$ cat src/rtl/octal_to_binary_encoder_if.sv
// rtl/octal_to_binary_encoder_if.sv - sample/result bundle for the octal-to-binary encoder
//
// Signals:
//   in_valid   qualifies in for this cycle
//   in[7:0]    one-hot octal line select, bit k means digit k
//   clr_err    clears err_sticky
//   out[2:0]   registered binary code of the selected line
//   out_valid  registered copy of in_valid
//   err_none   registered flag: last valid sample was all zero
//   err_multi  registered flag: last valid sample had more than one bit set
//   err_sticky set by any valid error sample, held until clr_err or reset
// Modports: master drives samples (testbench/upstream), slave is the encoder.
interface octal_to_binary_encoder_if;
    logic       in_valid;
    logic [7:0] in;
    logic       clr_err;
    logic [2:0] out;
    logic       out_valid;
    logic       err_none;
    logic       err_multi;
    logic       err_sticky;

    modport master (
        output in_valid, in, clr_err,
        input  out, out_valid, err_none, err_multi, err_sticky
    );

    modport slave (
        input  in_valid, in, clr_err,
        output out, out_valid, err_none, err_multi, err_sticky
    );
endinterface

$ cat src/rtl/octal_to_binary_encoder.sv
// rtl/octal_to_binary_encoder.sv - registered one-hot octal to 3-bit binary encoder with error flags
//
// Ports:
//   clk    rising-edge clock for all state
//   rst_n  synchronous active-low reset
//   bus    octal_to_binary_encoder_if.slave (in_valid, in, clr_err -> out, out_valid,
//          err_none, err_multi, err_sticky)
// Parameter:
//   HOLD_ON_ERR  1: out keeps its previous value on an error sample; 0: error samples give 0
// Build option:
//   OCTAL_TO_BINARY_PRIORITY_EN  when defined, a multi-hot sample encodes the highest set bit;
//                                otherwise it is treated like the all-zero error case for out.
// Every output is a flop; latency from a valid sample to its result is one cycle.
module octal_to_binary_encoder #(
    parameter bit HOLD_ON_ERR = 1'b0
) (
    input  logic                        clk,
    input  logic                        rst_n,
    octal_to_binary_encoder_if.slave    bus
);

    logic       is_zero;
    logic       is_multi;
    logic [2:0] hi_idx;
    logic [2:0] out_nxt;

    always_comb begin
        is_zero  = (bus.in == 8'h00);
        // Clearing the lowest set bit leaves something only if two or more bits were set.
        is_multi = ((bus.in & (bus.in - 8'd1)) != 8'h00);

        // Highest set bit; for a one-hot sample this is simply its index.
        hi_idx = 3'd0;
        for (int k = 0; k < 8; k++) begin
            if (bus.in[k]) begin
                hi_idx = 3'(k);
            end
        end

        if (is_zero) begin
            out_nxt = HOLD_ON_ERR ? bus.out : 3'd0;
        end else if (is_multi) begin
`ifdef OCTAL_TO_BINARY_PRIORITY_EN
            out_nxt = hi_idx;
`else
            out_nxt = HOLD_ON_ERR ? bus.out : 3'd0;
`endif
        end else begin
            out_nxt = hi_idx;
        end
    end

    always_ff @(posedge clk) begin
        if (!rst_n) begin
            bus.out        <= 3'd0;
            bus.out_valid  <= 1'b0;
            bus.err_none   <= 1'b0;
            bus.err_multi  <= 1'b0;
            bus.err_sticky <= 1'b0;
        end else begin
            bus.out_valid <= bus.in_valid;
            if (bus.in_valid) begin
                bus.out       <= out_nxt;
                bus.err_none  <= is_zero;
                bus.err_multi <= is_multi;
            end else begin
                bus.err_none  <= 1'b0;
                bus.err_multi <= 1'b0;
            end
            // A fresh error sample wins over a simultaneous clear.
            if (bus.in_valid && (is_zero || is_multi)) begin
                bus.err_sticky <= 1'b1;
            end else if (bus.clr_err) begin
                bus.err_sticky <= 1'b0;
            end
        end
    end

endmodule

$ cat src/flat_wrapper.sv
// flat-port wrapper written by rule: the top's interface ports become plain ports
module octal_to_binary_encoder_flat 
#(
    parameter bit HOLD_ON_ERR = 1'b0
)
  (clk, rst_n, bus_in_valid, bus_in, bus_clr_err, bus_out, bus_out_valid, bus_err_none, bus_err_multi, bus_err_sticky);
  octal_to_binary_encoder_if bus_i ();
  input  logic clk;
  input  logic rst_n;
  input wire logic [$bits(bus_i.in_valid)-1:0] bus_in_valid;
  input wire logic [$bits(bus_i.in)-1:0] bus_in;
  input wire logic [$bits(bus_i.clr_err)-1:0] bus_clr_err;
  output wire logic [$bits(bus_i.out)-1:0] bus_out;
  output wire logic [$bits(bus_i.out_valid)-1:0] bus_out_valid;
  output wire logic [$bits(bus_i.err_none)-1:0] bus_err_none;
  output wire logic [$bits(bus_i.err_multi)-1:0] bus_err_multi;
  output wire logic [$bits(bus_i.err_sticky)-1:0] bus_err_sticky;
  assign bus_i.in_valid = bus_in_valid;
  assign bus_i.in = bus_in;
  assign bus_i.clr_err = bus_clr_err;
  assign bus_out = bus_i.out;
  assign bus_out_valid = bus_i.out_valid;
  assign bus_err_none = bus_i.err_none;
  assign bus_err_multi = bus_i.err_multi;
  assign bus_err_sticky = bus_i.err_sticky;
  octal_to_binary_encoder #(.HOLD_ON_ERR(HOLD_ON_ERR)) u_core (.clk(clk), .rst_n(rst_n), .bus(bus_i));
endmodule
$ cat config.mk
export PLATFORM = sky130hd
export DESIGN_NAME = octal_to_binary_encoder_flat
export DESIGN_NICKNAME = d
export VERILOG_FILES = /design/src/rtl/octal_to_binary_encoder_if.sv /design/src/rtl/octal_to_binary_encoder.sv /design/src/flat_wrapper.sv
export SDC_FILE = /design/constraint.sdc
export NUM_CORES = 1
export LEC_CHECK = 0
export CAP_MARGIN = 25
export CORE_AREA = 2 2 39 41
export DETAILED_ROUTE_END_ITERATION = 7
export DIE_AREA = 0 0 41 43
export SLEW_MARGIN = 10
export SYNTH_ARGS = -nofsm -noshare
export SYNTH_HDL_FRONTEND = slang
export SYNTH_SLANG_ARGS = --single-unit
export TNS_END_PERCENT = 50
$ cat constraint.sdc
create_clock -name clk -period 6.2 [get_ports clk]
set_input_delay 1.24 -clock clk [delete_from_list [all_inputs] [get_ports clk]]
set_output_delay 1.24 -clock clk [all_outputs]
set_load 0.1 [all_outputs]
======== After elaboration in Yosys (flattened, before gate mapping) ========
Index checks and enable logic that the tools add are counted.
word-level totals
  output and inout port bits .............. 7
  bits in latches ......................... 0
  bits of input ports ..................... 12
  register bits ........................... 7
  word-level logic and storage cells ...... 24
  bits in writable memories ............... 0
  ROM bits ................................ 0
  memories kept ........................... 0
cells by class
  bitwise gates (word level) .............. 1
  reduce and logical (&&, ||, !) cells .... 6
  $lt $le $gt $ge ......................... 0
  shifts and indexed selects .............. 0
  $add $sub $neg .......................... 1
  multiplexer cells ....................... 11
  multipliers ............................. 0
  equality and inequality tests ........... 0
  div/mod/pow operators ................... 0
operator list
  cell                 number
  $mux 3               6
  $and 8x8->8          1
  $logic_not 8->1      1
  $reduce_bool 8->1    1
  $sub 8x1->8 const B  1
  $mux 2               2
  $mux 1               3
  $reduce_and 2->1     1
  $reduce_bool 2->1    1
  $logic_and 1x1->1    1
  $logic_or 1x1->1     1

======== Logic depth before layout (Yosys ltp) ========
Gate-level depths: netlist of the first run.
  word-level depth ........................ 9
  mapped depth ............................ 5
  mapped depth without buffers ............ 4

======== Least setup slack after synthesis of the first run ========
No wires, ideal clock.
  kind .................................... input-to-reg
  from .................................... in bus_in[0]
  to ...................................... reg u_core.bus.out[0]
  setup time .............................. 88 ps
  stages on the path ...................... 5
  setup slack ............................. 3,323 ps
  arrival ................................. 2,789 ps
  path buffers ............................ 1
  data required time ...................... 6,112 ps
  cell sequence ........................... or4_1 > buf_2 > or4_4 > a31o_1 > a311oi_2
on the way
  longest elaborated chain between the ends .. 5
  elaborated cells between the ends (all ways) .. 6
  classes of those cells .................. 1 x add/sub; 2 x mux; 1 x bitwise; 2 x reduce/logical
ends and longest elaborated chain
  element               line                              text
  from (decl)           flat_wrapper.sv:11                input wire logic [$bits(bus_i.in)-1:0] bus_in;
  $sub 8x1->8           octal_to_binary_encoder.sv:30     is_multi = ((bus.in & (bus.in - 8'd1)) != 8'h00);
  $and 8x8->8           octal_to_binary_encoder.sv:30
  $reduce_bool 8->1     octal_to_binary_encoder.sv:30
  $mux 3                octal_to_binary_encoder.sv:42     end else if (is_multi) begin
  $mux 3 *              octal_to_binary_encoder.sv:40     if (is_zero) begin
  to (signal assigned)  octal_to_binary_encoder.sv:63     bus.out <= out_nxt;
  to (decl)             octal_to_binary_encoder_if.sv:30  output out, out_valid, err_none, err_multi, err_sticky
Mark *: on every way between the ends. The rest lies on a longest branch, timed or not.
A chain may end at the register's enable or synchronous reset.

======== Worst setup path after layout of the first run ========
  from .................................... in bus_in[3]
  to ...................................... reg u_core.bus.out[0]
on the way
  longest elaborated chain between the ends .. 7
  elaborated cells between the ends (all ways) .. 11
  classes of those cells .................. 1 x add/sub; 7 x mux; 1 x bitwise; 2 x reduce/logical
ends and longest elaborated chain
  element                                                              line
  parallel branches: the longest is 6 deep, another holds $sub 8x1->8  --
  $mux 3 *                                                             octal_to_binary_encoder.sv:40
Every way passes the cells marked *.

==> metrics.md, run 1 <==
| Metric | Value |
|---|---|
| Status | complete, no violations |
| R2R setup slack | 5490 ps |
| Slowest stage delay, CP | 630 ps |
| Reg area | 140.1 um2 |
| GRT Util Overall | 0.1284 |
| Max_slew headroom | 0.3549 |
| Core area | 0.001384 mm2 |
| Worst Tran Pin Value | 964.7 ps |
| Initial DRC count | 14 |
| Setup TNS Final | 0 ps |
| Drt first pass iters | 4 |
| Post-CTS setup buffers | 0 |
| Slew Limit Fails | 0 |
| Hold_buf cts | 0 |
| Pwr Density | 213.1 mW/mm2 |
| CTS clk-pin slew, worst paths | 50 ps |
| Lkg Pwr | 0.2172 nW |
| Area of the multi-input gates | 220.2 um2 |
| Fin crit period | 3163 ps |
| Post-Syn Area | 380.4 um2 |
| Seq cells post-synth | 7 |
| Final setup skew | 0 ps |
| Critical Path RT | 6360 ps |
| CTS tree | done |
| IO Pins | 19 |
| Most common library cells after synthesis | 7 x dfxtp_1, 7 x nor2_1, 3 x inv_1 |
| PortBufs | 18 |
| Ant diodes | 0 |
| Setup Viol. Count Final | 0 |
| First-pass GRT wire length | 1.559 mm |
| Maximum vdd drop | 0.04568 mV |
| Die ar. | 0.001763 mm2 |
| Number of global-route vias before repair | 396 |
| Share of the synthesized area in the top cell type | 0.3684 |
| Synth Area per Inst | 8.453 um2 |
| Post-CTS resize count | 0 |
| Seq/Total Area, Yosys | 0.3684 |
| Startpoint Class | primary input |
| Cell breakdown of the critical path | clkdlybuf4s50_1 -> or4_1 -> or4_4 -> a31o_1 -> a311oi_2 |
| Avg WL per Cell | 11.17 um |
| Initial antenna violation count | 0 |
| Synth unique cells | 26 |
| Filler cells | 145 |
| Max Cap Viol | 0 |
| Share of layout cells above drive strength 1 | 0.09231 |
| RSZ-0062 raised after global routing | no |
| Crit path capture type | register |
| Layout area overhead | 57.24% |
| Post-synth EDFFs | 0 |
| TritonCTS Buffers | 3 |
| Clk buf depth | 2 |
| Vias post-DR | 431 |
| HPWL after DPL | 699.1 um |
| Fin Hold WS | 486.2 ps |
| Worst hold path type | register to register |
| Die H | 43 um |
| Synth area leader | dfxtp_1 |
| GRT Residual Overflow | 0 |
| Crit Path Max Fanout | 6 |
| Die Width | 41 um |
| Initial Utilization | 0.2749 |
| Kind of critical path | primary input to register |
| Routability cong. | 0.7326 |
| Slowest-stage cell, CP | or4_1 |
| Row count | 14 |
| Ys async rst share | 0 |
| Synthesized Nets | 57 |
| Vias per cell | 5.321 |
| WP data arrival | 3320 ps |
| Ranking of synthesized cells by area | dfxtp_1 37%, nor2_1 6.9%, a2111oi_0 4.6% |
| Period utilization | 0.5101 |
| Overall routed net length | 905 um |
| Clock root buffer | clkbuf_4 |
| Achievable clock frequency | 0.3162 GHz |
| Final Hold Vio Count | 0 |
| Worst skew pair latency | 240 ps |
| Yosys warns | 0 |
| Top_reg_cell synth | dfxtp_1 |
| Nets@finish | 78 |
| # DRC | 0 |
| H-tree Lvls | 1 |
| CTS sink cnt | 7 |
| Post-Syn Instances | 45 |
| Final ANT Viol Nets | 0 |
| Largest net degree at the start of global routing | 10 |
cell type report:
type                            count  share of cell area
Clock buffer                        4             0.04393
Inverter                            3             0.01883
Tap cell                           16             0.03347
Sequential cell                     7              0.2343
Timing Repair Buffer               18              0.3013
Multi-Input combinational cell     33              0.3682
final timing paths:
| path | cells after the start | from | endpoint |
|---|---|---|---|
| min | 2 | u_core.bus.err_sticky$_SDFFE_PN0P_ | u_core.bus.err_sticky$_SDFFE_PN0P_ |
| min reg2reg | 2 | u_core.bus.err_sticky$_SDFFE_PN0P_ | u_core.bus.err_sticky$_SDFFE_PN0P_ |
| max reg2reg | 2 | u_core.bus.out[0]$_SDFFE_PN0P_ | u_core.bus.out[0]$_SDFFE_PN0P_ |
| max | 5 | bus_in[3] | u_core.bus.out[0]$_SDFFE_PN0P_ |
power by group:
part | leakage, nW | total [W] | switching [W] | internal (W)
clock network | 0.0150 | 0.0000400 | 0.0000155 | 0.0000245
logic | 0.145 | 0.0000393 | 0.0000257 | 0.0000136
registers | 0.0576 | 0.0000481 | 0.000000881 | 0.0000472
total | 0.217 | 0.000127 | 0.0000421 | 0.0000853
flip-flops by register name, summed over array words and instances (netlist names):
name / cells
u_core.bus.out: 3
u_core.bus.err_multi: 1
u_core.bus.err_none: 1
u_core.bus.err_sticky: 1
u_core.bus.out_valid: 1
routing by layer:
metal	part of all wire	global-route usage	up-vias
met1	0.45	0.1795	193
met5	0	0	-
li1	-	-	214
met3	0.092	0.01571	2
met4	0.015	0.1000	0
met2	0.44	0.1688	22
critical path, delay by kind of cell:
kind                   cells  cell delay (ps)
buffers and inverters      1              480
AO/OA/AOI/OAI              2              450
AND/OR/NAND/NOR            2             1150
layout by cell type, fill, tap and decap left out, types with 2 or more instances in the layout:
master,n
nand2_1,2
inv_1,3
nor2_1,7
dfxtp_1,7
o21ai_1,2
clkdlybuf4s50_1,18
o31ai_1,2
a2111oi_0,2
clkbuf_4,3
a21oi_1,2
through the flow:
stage	area (um2)	std cells	power [W]	util	setup slack [ps]
after global routing	598.1	81	0.0001349	0.4322	2954
after CTS	598.1	81	0.0001298	0.4322	3046
after detailed placement	571.8	77	0.00008816	0.4132	2774
after global placement	571.8	77	0.00008831	0.4132	2826
after floorplan	380.4	45	0.00007316	-	3323
final	598.1	81	0.0001275	0.4322	3037
cells by family (layout without fill, tap and decap cells):
family,Yosys count,after routing,synth area share
compound gates,16,16,0.3322
fa+ha+maj,1,1,0.02632
buf+inv,5,25,0.05261
simple gates,16,16,0.2204
flops,7,7,0.3684
Note: power is estimated with default switching activity, not from simulation.
==> run 2, diff against run 1 <==
- clock period: 6.2 -> 2.6 ns (I/O delays scaled with it)
==> metrics.md, run 2 (synthesis results as in run 1) <==
| Metric | Value |
|---|---|
| Initial antenna violation count | 0 |
| Fin crit period | 2279 ps |
| Clk buf depth | 2 |
| Post-CTS resize count | 0 |
| Worst Hold End | u_core.bus.err_sticky$_SDFFE_PN0P_ |
| Max reg flops | 3 |
| Worst hold path type | register to register |
| Reg area | 140.1 um2 |
| Initial DRC count | 11 |
| Worst Tran Pin Value | 569.9 ps |
| H-tree Lvls | 1 |
| Layout area overhead | 62.50% |
| Vias per cell | 4.779 |
| Area of the multi-input gates | 220.2 um2 |
| Fin Hold WS | 478.4 ps |
| Achievable clock frequency | 0.4388 GHz |
| GRT Residual Overflow | 0 |
| Slowest stage delay, CP | 550 ps |
| Max Cap Viol | 0 |
| Most flops, register | u_core.bus.out |
| Status | complete, no violations |
| R2R cell count | 2 |
| Critical Path RT | 2760 ps |
| Hold_buf cts | 0 |
| IO Pins | 19 |
| Filler cells | 147 |
| Overall routed net length | 948 um |
| WP data arrival | 2440 ps |
| Startpoint Class | primary input |
| Most common cell after layout, fill and taps aside | buf_4 |
| Core area | 0.001384 mm2 |
| Die Width | 41 um |
| Share of layout cells above drive strength 1 | 0.2571 |
| Period utilization | 0.8765 |
| HPWL after DPL | 764.8 um |
| Most frequent cells in the layout | 12 x buf_4, 11 x clkdlybuf4s50_1, 7 x nor2_1, 7 x dfxtp_1 |
| TritonCTS Buffers | 3 |
| Worst skew pair latency | 240 ps |
| Drt first pass iters | 2 |
| Ant diodes | 0 |
| Number of global-route vias before repair | 401 |
| Final Hold Vio Count | 0 |
| Row count | 14 |
| Final setup skew | 0 ps |
| Post-CTS setup buffers | 0 |
| Largest net degree at the start of global routing | 10 |
| Buf/Inv on CP | 1 |
| Logic gate share of total power | 0.317 |
| Max_slew headroom | 0.6103 |
| Nets@finish | 83 |
| Die H | 43 um |
| PortBufs | 18 |
| # DRC | 0 |
| Slowest-stage cell, CP | or4_1 |
| Initial Utilization | 0.2749 |
| Kind of critical path | primary input to register |
| R2r endpoint | u_core.bus.out[0]$_SDFFE_PN0P_ |
| Crit Path Max Fanout | 3 |
| Die ar. | 0.001763 mm2 |
| Setup Viol. Count Final | 0 |
| Clock root buffer | clkbuf_4 |
| Slew Limit Fails | 0 |
| P_sw | 0.0001015 W |
| Cell breakdown of the critical path | clkdlybuf4s50_1 -> or4_1 -> or4_4 -> a31o_1 -> a311oi_2 |
| Vias post-DR | 411 |
| Dpl ws | 41.64 ps |
| Top Family by Delay on Critical Path | simple AND/OR/NAND/NOR gates |
| CTS sink cnt | 7 |
| CTS clk-pin slew, worst paths | 50 ps |
| Min-delay src | u_core.bus.err_sticky$_SDFFE_PN0P_ |
| R2R setup slack | 1900 ps |
| RSZ-0062 raised after global routing | no |
| Int Power | 0.0002060 W |
| Clock power share | 0.310 |
| Sequential fraction of design power | 0.373 |
| Lkg Pwr | 0.2526 nW |
| Avg WL per Cell | 11.02 um |
| Setup TNS Final | 0 ps |
| Switch share | 0.3300 |
| Crit path capture type | register |
| First-pass GRT wire length | 1.593 mm |
| R2r startpoint | u_core.bus.out[0]$_SDFFE_PN0P_ |
| Final setup margin | 321.0 ps |
| Final ANT Viol Nets | 0 |
| Maximum vdd drop | 0.1238 mV |
| GRT Util Overall | 0.1304 |
| Routability cong. | 0.6988 |
| Pwr Density | 497.5 mW/mm2 |
| CTS tree | done |
| Hold depth | 2 |
[run 2: routing by layer]
metal	vias up	global-route usage	wire [um]
li1	221	-	-
met1	180	0.1795	445
met2	10	0.1844	461
met3	0	0.01571	41
met4	0	0.08000	0
met5	-	0	0
[run 2: layout make-up]
cell class,instances,share of cell area
clock buffer,4,0.04251
inverter,3,0.01822
multi-input combinational,33,0.3563
sequential,7,0.2267
tap,16,0.03239
timing repair buffer,23,0.3239
[run 2: per-stage QoR]
step / power, W / instance area [um2] / util / cells
detailed placement: 0.0002143 / 591.8 / 0.4277 / 82
finish: 0.0003075 / 618.1 / 0.4467 / 86
floorplan: 0.0001745 / 380.4 / - / 45
CTS: 0.0003113 / 618.1 / 0.4467 / 86
global placement: 0.0002141 / 591.8 / 0.4277 / 82
global route: 0.0003273 / 618.1 / 0.4467 / 86
[run 2: worst max path at each step]
stage,from,end,slack (ps),depth (start not counted)
5_1_grt,bus_in[0],u_core.bus.out[0]$_SDFFE_PN0P_,250,5
2_1_floorplan,bus_in[0],u_core.bus.out[0]$_SDFFE_PN0P_,440,5
3_5_place_dp,bus_in[0],u_core.bus.out[0]$_SDFFE_PN0P_,40,5
6_report,bus_in[0],u_core.bus.out[0]$_SDFFE_PN0P_,320,5
4_1_cts,bus_in[0],u_core.bus.out[0]$_SDFFE_PN0P_,310,5
3_3_place_gp,bus_in[0],u_core.bus.out[0]$_SDFFE_PN0P_,90,5
[run 2: tightest hold or removal path, delay by kind of cell, from the launching register on]
kind,cells,cell delay (ps)
AND/OR/NAND/NOR,1,70
flip-flops,1,300
AO/OA/AOI/OAI,1,50
[run 2: power by group through the flow]
stage	Combinational, W	Sequential [W]	Clock, W
4_1_cts	0.0000978	0.000115	0.0000988
6_report	0.0000975	0.000115	0.0000953
3_5_place_dp	0.0000975	0.000117	0
2_1_floorplan	0.0000207	0.000154	0
5_1_grt	0.000103	0.000115	0.000109
3_3_place_gp	0.0000973	0.000117	0
